`config.mk`:
```
export PLATFORM = sky130hd
export DESIGN_NAME = keypad_scanner
export DESIGN_NICKNAME = d
export VERILOG_FILES = /design/src/rtl/keypad_scanner.sv
export SDC_FILE = /design/constraint.sdc
export NUM_CORES = 1
export LEC_CHECK = 0
export CAP_MARGIN = 0
export CORE_ASPECT_RATIO = 1.25
export CORE_MARGIN = 4
export CORE_UTILIZATION = 45
export CTS_CLUSTER_DIAMETER = 200
export DETAILED_ROUTE_END_ITERATION = 12
export DONT_BUFFER_PORTS = 1
export MAX_ROUTING_LAYER = met4
export PLACE_DENSITY = 0.58
export SETUP_SLACK_MARGIN = 0.05
export SLEW_MARGIN = 40
export SYNTH_ARGS = -nofsm -noshare
export SYNTH_HDL_FRONTEND = slang
export SYNTH_SLANG_ARGS = --single-unit
```
`constraint.sdc`:
```
create_clock -name clk -period 2.4 [get_ports clk]
set_input_delay 0.48 -clock clk [delete_from_list [all_inputs] [get_ports clk]]
set_output_delay 0.48 -clock clk [all_outputs]
set_load 0.05 [all_outputs]
```
`src/rtl/keypad_scanner.sv`:
```
// keypad_scanner: scans a 5x4 active-low matrix keypad one row at a time,
// synchronizes the column lines, and debounces whole-frame scan results
// before presenting a stable keycode/ready pair plus a one-cycle press strobe.
module keypad_scanner #(
    parameter int SCAN_DIV       = 50000,
    parameter int DEBOUNCE_SCANS = 4
) (
    input  logic       clk,
    input  logic       rst_n,
    input  logic [3:0] col_n,
    output logic [4:0] row_n,
    output logic [4:0] keycode,
    output logic       ready,
    output logic       press
);

    localparam int                DIV_W    = (SCAN_DIV > 1) ? $clog2(SCAN_DIV) : 1;
    localparam logic [DIV_W-1:0]  DIV_LAST = DIV_W'(SCAN_DIV - 1);
    localparam logic [3:0]        CNT_MAX  = 4'(DEBOUNCE_SCANS);

    // Column synchronizer
    logic [3:0]       col_meta_q, col_sync_q;
    // Row scan
    logic [2:0]       row_q, row_d;
    logic [DIV_W-1:0] div_q, div_d;
    logic [4:0]       row_n_q, row_n_d;
    // Per-frame hit accumulator
    logic             acc_hit_q, acc_hit_d;
    logic [4:0]       acc_code_q, acc_code_d;
    // Debounce candidate and stability counter
    logic             cand_hit_q, cand_hit_d;
    logic [4:0]       cand_code_q, cand_code_d;
    logic [3:0]       cnt_q, cnt_d;
    // Debounced outputs
    logic             ready_q, ready_d;
    logic [4:0]       keycode_q, keycode_d;
    logic             press_q, press_d;

    logic             sample_s, frame_end_s;
    logic             col_hit_s;
    logic [1:0]       col_idx_s;
    logic             res_hit_s;
    logic [4:0]       res_code_s;
    logic             res_equal_s;
    logic             accept_s;

    // Two-flop synchronizer on the asynchronous column inputs
    always_ff @(posedge clk or negedge rst_n) begin
        if (!rst_n) begin
            col_meta_q <= 4'b1111;
            col_sync_q <= 4'b1111;
        end else begin
            col_meta_q <= col_n;
            col_sync_q <= col_meta_q;
        end
    end

    // Lowest-indexed active column of the synchronized sample
    always_comb begin
        col_hit_s = 1'b1;
        col_idx_s = 2'd0;
        if (!col_sync_q[0]) begin
            col_idx_s = 2'd0;
        end else if (!col_sync_q[1]) begin
            col_idx_s = 2'd1;
        end else if (!col_sync_q[2]) begin
            col_idx_s = 2'd2;
        end else if (!col_sync_q[3]) begin
            col_idx_s = 2'd3;
        end else begin
            col_hit_s = 1'b0;
        end
    end

    // Dwell counter and row advance; row_n changes on the same edge the counter wraps
    always_comb begin
        sample_s    = (div_q == DIV_LAST);
        frame_end_s = sample_s && (row_q == 3'd4);
        div_d       = div_q + DIV_W'(1);
        row_d       = row_q;
        if (sample_s) begin
            div_d = {DIV_W{1'b0}};
            row_d = (row_q == 3'd4) ? 3'd0 : row_q + 3'd1;
        end else begin
            row_d = row_q;
        end
        row_n_d = ~(5'b00001 << row_d);
    end

    // Frame result: first hit of the frame wins, including the row-4 sample itself
    always_comb begin
        res_hit_s  = acc_hit_q | (sample_s & col_hit_s);
        res_code_s = acc_hit_q ? acc_code_q : {row_q, col_idx_s};
        acc_hit_d  = acc_hit_q;
        acc_code_d = acc_code_q;
        if (frame_end_s) begin
            acc_hit_d  = 1'b0;
            acc_code_d = 5'd0;
        end else if (sample_s && col_hit_s && !acc_hit_q) begin
            acc_hit_d  = 1'b1;
            acc_code_d = {row_q, col_idx_s};
        end else begin
            acc_hit_d  = acc_hit_q;
            acc_code_d = acc_code_q;
        end
    end

    // Debounce: count consecutive identical frame results; no-key results always match
    always_comb begin
        res_equal_s = (res_hit_s == cand_hit_q) && (!res_hit_s || (res_code_s == cand_code_q));
        cand_hit_d  = cand_hit_q;
        cand_code_d = cand_code_q;
        cnt_d       = cnt_q;
        if (frame_end_s) begin
            if (res_equal_s) begin
                cnt_d = (cnt_q >= CNT_MAX) ? CNT_MAX : cnt_q + 4'd1;
            end else begin
                cand_hit_d  = res_hit_s;
                cand_code_d = res_code_s;
                cnt_d       = 4'd1;
            end
        end else begin
            cnt_d = cnt_q;
        end
    end

    // Accept a stable candidate that differs from the debounced state
    always_comb begin
        accept_s  = (cnt_q == CNT_MAX) &&
                    ((cand_hit_q != ready_q) || (cand_hit_q && (cand_code_q != keycode_q)));
        ready_d   = ready_q;
        keycode_d = keycode_q;
        press_d   = 1'b0;
        if (accept_s) begin
            ready_d   = cand_hit_q;
            keycode_d = cand_hit_q ? cand_code_q : 5'd0;
            press_d   = cand_hit_q;
        end else begin
            press_d   = 1'b0;
        end
    end

    // State registers for scan, accumulator, debounce and outputs
    always_ff @(posedge clk or negedge rst_n) begin
        if (!rst_n) begin
            row_q       <= 3'd0;
            div_q       <= {DIV_W{1'b0}};
            row_n_q     <= 5'b11110;
            acc_hit_q   <= 1'b0;
            acc_code_q  <= 5'd0;
            cand_hit_q  <= 1'b0;
            cand_code_q <= 5'd0;
            cnt_q       <= 4'd0;
            ready_q     <= 1'b0;
            keycode_q   <= 5'd0;
            press_q     <= 1'b0;
        end else begin
            row_q       <= row_d;
            div_q       <= div_d;
            row_n_q     <= row_n_d;
            acc_hit_q   <= acc_hit_d;
            acc_code_q  <= acc_code_d;
            cand_hit_q  <= cand_hit_d;
            cand_code_q <= cand_code_d;
            cnt_q       <= cnt_d;
            ready_q     <= ready_d;
            keycode_q   <= keycode_d;
            press_q     <= press_d;
        end
    end

    assign row_n   = row_n_q;
    assign keycode = keycode_q;
    assign ready   = ready_q;
    assign press   = press_q;

endmodule

```
Word-level counts from Yosys, hierarchy flattened
Cells that the tools add are included.
{"block": "op_classes", "addsub": 3, "n_lt_le_gt_ge": 1, "n_eq_ne": 7, "shifts": 1, "n_mux": 20, "bitwise": 4, "n_reduce_logical": 12}
{"op": "$mux 5", "count": 4}
{"op": "$add 16x1->16 const B", "count": 1}
{"op": "$eq 16x16->1 const B", "count": 1}
{"op": "$mux 16", "count": 1}
{"op": "$mux 2", "count": 4}
{"op": "$mux 4", "count": 2}
{"op": "$mux 1", "count": 7}
{"op": "$logic_and 1x1->1", "count": 6}
{"op": "$mux 3", "count": 2}
{"op": "$eq 5x5->1", "count": 1}
{"op": "$ne 5x5->1", "count": 1}
{"op": "$not 5->5", "count": 1}
{"op": "$shl 1x3->5 const A", "count": 1}
{"op": "$add 4x1->4 const B", "count": 1}
{"op": "$eq 4x3->1 const B", "count": 1}
{"op": "$ge 4x3->1 const B", "count": 1}
{"op": "$add 3x1->3 const B", "count": 1}
{"op": "$eq 3x3->1 const B", "count": 1}
{"op": "$logic_not 1->1", "count": 2}
{"op": "$logic_or 1x1->1", "count": 2}
{"op": "$reduce_and 2->1", "count": 1}
{"op": "$reduce_bool 2->1", "count": 1}
{"op": "$and 1x1->1", "count": 1}
{"op": "$eq 1x1->1", "count": 1}
{"op": "3 further kinds", "count": 3}
{"block": "word_totals", "regBits": 55, "out_inout_bits": 12, "elab_cells": 61}

Longest topological paths before layout
{"block": "depth", "ltp_word": 11, "mapped_depth": 8, "depth_no_buf": 7}

Least setup slack after synthesis
Ideal clock, no wire load.
{"block": "synth_path", "kind": "flip-flop to flip-flop", "startpoint": "reg div_q[0]", "endpoint": "reg cand_code_q[1]", "arrival_ns": 1.939, "required_ns": 2.275, "setup_slack_ns": 0.336, "path_stages_with_launch": 8, "n_path_buf": 0, "synth_period_minus_slack_ns": 2.064, "path_cell_list": "dfrtp_1 > ha_1 > and3_1 > and4_4 > a21oi_2 > a211o_1 > a21oi_4 > mux2_4"}
{"block": "synth_via", "elab_chain_cells": 8}
{"item": "from (decl)", "line_no": "25", "text": "logic [DIV_W-1:0] div_q, div_d;"}
{"item": "from (signal assigned)", "line_no": "147", "text": "div_q <= {DIV_W{1'b0}};"}
{"item": "from (signal assigned)", "line_no": "159", "text": "div_q <= div_d;"}
{"item": "$eq 16x16->1 *", "line_no": "77", "text": "sample_s = (div_q == DIV_LAST);"}
{"item": "$and 1x1->1", "line_no": "92", "text": "res_hit_s = acc_hit_q | (sample_s & col_hit_s);"}
{"item": "$or 1x1->1", "line_no": "92"}
{"item": "$logic_not 1->1", "line_no": "110", "text": "res_equal_s = (res_hit_s == cand_hit_q) && (!res_hit_s || (res_code_s == cand_code_q));"}
{"item": "$logic_or 1x1->1", "line_no": "110"}
{"item": "$logic_and 1x1->1", "line_no": "110"}
{"item": "$not 1->1 (no line)"}
{"item": "$reduce_and 2->1 (no line) *"}
{"item": "to (signal assigned)", "line_no": "164", "text": "cand_code_q <= cand_code_d;"}
{"item": "to (decl)", "line_no": "32", "text": "logic [4:0] cand_code_q, cand_code_d;"}
Mark *: on every way between the ends. The rest lies on a longest branch, timed or not.
A chain may end at the register's enable or synchronous reset.

Worst setup path after layout
Same ends and word-level chain as after synthesis.

==> results.json <==
{
  "status": "finished clean",
  "cp-end-kind": "flop",
  "cts_buffer_depth": 2,
  "pin_count": 18,
  "insertion_delay_ps": 300,
  "synth_largest_area_cell": "dfrtp_1",
  "r2r_slack_ps": 280,
  "min_path_type": "input pin to async pin",
  "dp_hpwl_um": 3440,
  "die_h_um": 91.9,
  "syn_inst": 234,
  "synthFlopType": "dfrtp_1",
  "synth.avg_cell_area_um2": 10.8,
  "cts_tree": "yes",
  "cts_setup_buffers": 0,
  "final_hold_viol_count": 0,
  "grt_start_max_net_pins": 44,
  "yosysMostFrequentCell": "dfrtp_1",
  "antenna_found_initial": 0,
  "ant_nets": 0,
  "synthArstFlopShare_pct": 100,
  "multiInputGateArea_mm2": 0.00107,
  "crit_path_max_fanout": 4,
  "row_count": 30,
  "drt_iter0_drc": 59,
  "syn_area_mm2": 0.00253,
  "wl_met3_um": 105,
  "port_buffers": 0,
  "start_util_pct": 46.5,
  "htreeDepth": 2,
  "clkTransAtPathRegs_ps": 90,
  "power.leakage_nw": 1.28,
  "synth_area_leaders": "dfrtp_1, dfstp_2, xor2_1",
  "cts_hold_buffers": 2,
  "drv_slew": 0,
  "fp.dieW_um": 75.1,
  "postSynthRegisterBits": 55,
  "grt_first_pass_wirelength_um": 8080,
  "cts_resized": 0,
  "fin_crit_sh_pct": 88.4,
  "nets": 260,
  "wl_per_cell_um": 15.4,
  "cts_root_buffer": "clkbuf_8",
  "worstPathArrival_ps": 2320,
  "dieArea_mm2": 0.00690,
  "rsz0062_at_grt": "no",
  "grt_remaining_overflow": 0,
  "reg2reg_to": "cand_code_q[1]",
  "via_per_inst": 5.34,
  "synth_edf_count": 0,
  "cp-endpoint": "cand_code_q[1]",
  "reg2reg_depth": 7,
  "skew_ps": 2.77,
  "reg2reg_from": "div_q[0]",
  "wl_met2_um": 2600,
  "first_pass_iters": 4,
  "ys_warn_count": 0,
  "top_layer": "met4",
  "yosys.area.top_type_share_pct": 42.5,
  "syn2layout_area_growth_pct": 11.8,
  "ys_seq_area_share_pct": 54.9,
  "num_vias": 1678,
  "cts_sinks": 55,
  "grt_usage_pct": 15.7,
  "peakVddDrop_v": 0.000326,
  "timing_worst_setup_path_type": "flop to flop",
  "ys_types": 42,
  "nFillCells": 514,
  "gp_congestion": 0.796,
  "core_mm2": 0.00544,
  "syn-num-nets": 245,
  "worstSetupStartpoint": "div_q[0]",
  "required_ps": 2600,
  "final_layout_size_suffix_gt1_share_pct": 16.8,
  "final-seq-area_mm2": 0.00139,
  "finalWirelength_um": 4840,
  "synthTopCellsByCount": "dfrtp_1, nand2_1, nor2_1",
  "slew_headroom_pct": 62.3,
  "crit_path_start_kind": "flop",
  "final_cell_area_mm2": 0.00283,
  "grt_pass1_vias": 1720,
  "powerDensity_mw_per_mm2": 567,
  "post-route-min-period_ps": 2120,
  "tns_ps": 0,
  "diodes": 0,
  "drcViolationCount": 0,
  "worst_pin_slew_ps": 563,
  "numCtsBuffers": 5,
  "place_area_mm2": 0.00268,
  "met1_length_um": 2060,
  "maxCapViolCount": 0,
  "setup_viol": 0,
  "fmax_mhz": 471
}
-- report_power, final --
part,switching (mW),total (mW),internal [mW]
sequential,0.00333,0.942,0.939
clock,0.294,0.632,0.338
combinational,0.0223,0.0313,0.00906
total,0.320,1.61,1.29
-- state kept, by name (all words and copies together), names as in the netlist --
register and count:
acc_code_q 5, cand_hit_q 1, keycode 5, row_n 5, ready 1, acc_hit_q 1, press 1, cnt_q 4
col_sync_q 4, div_q 16, row_q 3, col_meta_q 4, cand_code_q 5
-- worst min-delay path by stage --
stage	from	to	slack, ps	cells after the start
3_5_place_dp	rst_n	cnt_q[0]	190	0
4_1_cts	rst_n	div_q[7]	10	1
3_3_place_gp	rst_n	cnt_q[3]	190	0
5_1_grt	rst_n	div_q[11]	5	1
6_report	rst_n	row_q[1]	8	1
2_1_floorplan	rst_n	acc_code_q[0]	180	0
-- per-stage QoR --
| stage | setup slack (ps) | hold slack, ps | utilization, % | cells | total power, mW |
|---|---|---|---|---|---|
| 2_1_floorplan | 336 | 184 | - | 234 | 0.966 |
| 3_3_place_gp | 340 | 186 | 49.2 | 304 | 0.968 |
| 3_5_place_dp | 297 | 186 | 49.2 | 304 | 0.968 |
| 4_1_cts | 266 | 10.4 | 52.0 | 314 | 1.62 |
| 5_1_grt | 113 | 5.14 | 52.0 | 314 | 1.66 |
| 6_report | 278 | 8.36 | 52.0 | 314 | 1.61 |
-- layer usage --
| metal | vias up | GRT usage [%] |
|---|---|---|
| met1 | 815 | 17.3 |
| met3 | 6 | 2.96 |
| met5 | - | - |
| met2 | 16 | 27.8 |
| li1 | 841 | - |
| met4 | 0 | 4.90 |
-- logic make-up after synthesis --
| logic type | after synthesis | share of synthesized area, % |
|---|---|---|
| fa+ha+maj | 5 | 2.47 |
| simple gates | 83 | 17.0 |
| flops | 55 | 54.9 |
| compound gates | 44 | 12.4 |
| buf+inv | 19 | 2.96 |
| xor+xnor | 21 | 7.26 |
| mux | 7 | 2.96 |
-- area by class of cell --
cell class,instances,share of cell area [%]
Sequential cell,55,49.1
Multi-Input combinational cell,160,37.6
Timing Repair Buffer,14,4.51
Clock buffer,6,2.92
Tap cell,64,2.83
Inverter,13,1.72
Clock inverter,2,1.24
-- placed cells by master (no fill, tap or decap), types with 6 or more instances in the layout --
master,synthesis,layout
clkbuf_8,0,6
dfrtp_1,43,43
dfstp_2,12,12
mux2i_1,6,6
o31ai_1,8,8
nor2_1,21,21
nand2_1,22,22
o21ai_0,13,13
xor2_1,14,14
inv_1,13,13
buf_4,0,12
xnor2_1,7,7
nand3_1,13,13
-- worst max-delay path: stages, from the launching register on --
cell,delay [ps]
dfrtp_1,400
ha_1,210
and3_1,250
and4_4,250
a21oi_2,80
a211o_1,360
a21oi_4,150
mux2_4,310
Power figures use the tool's default switching activity.
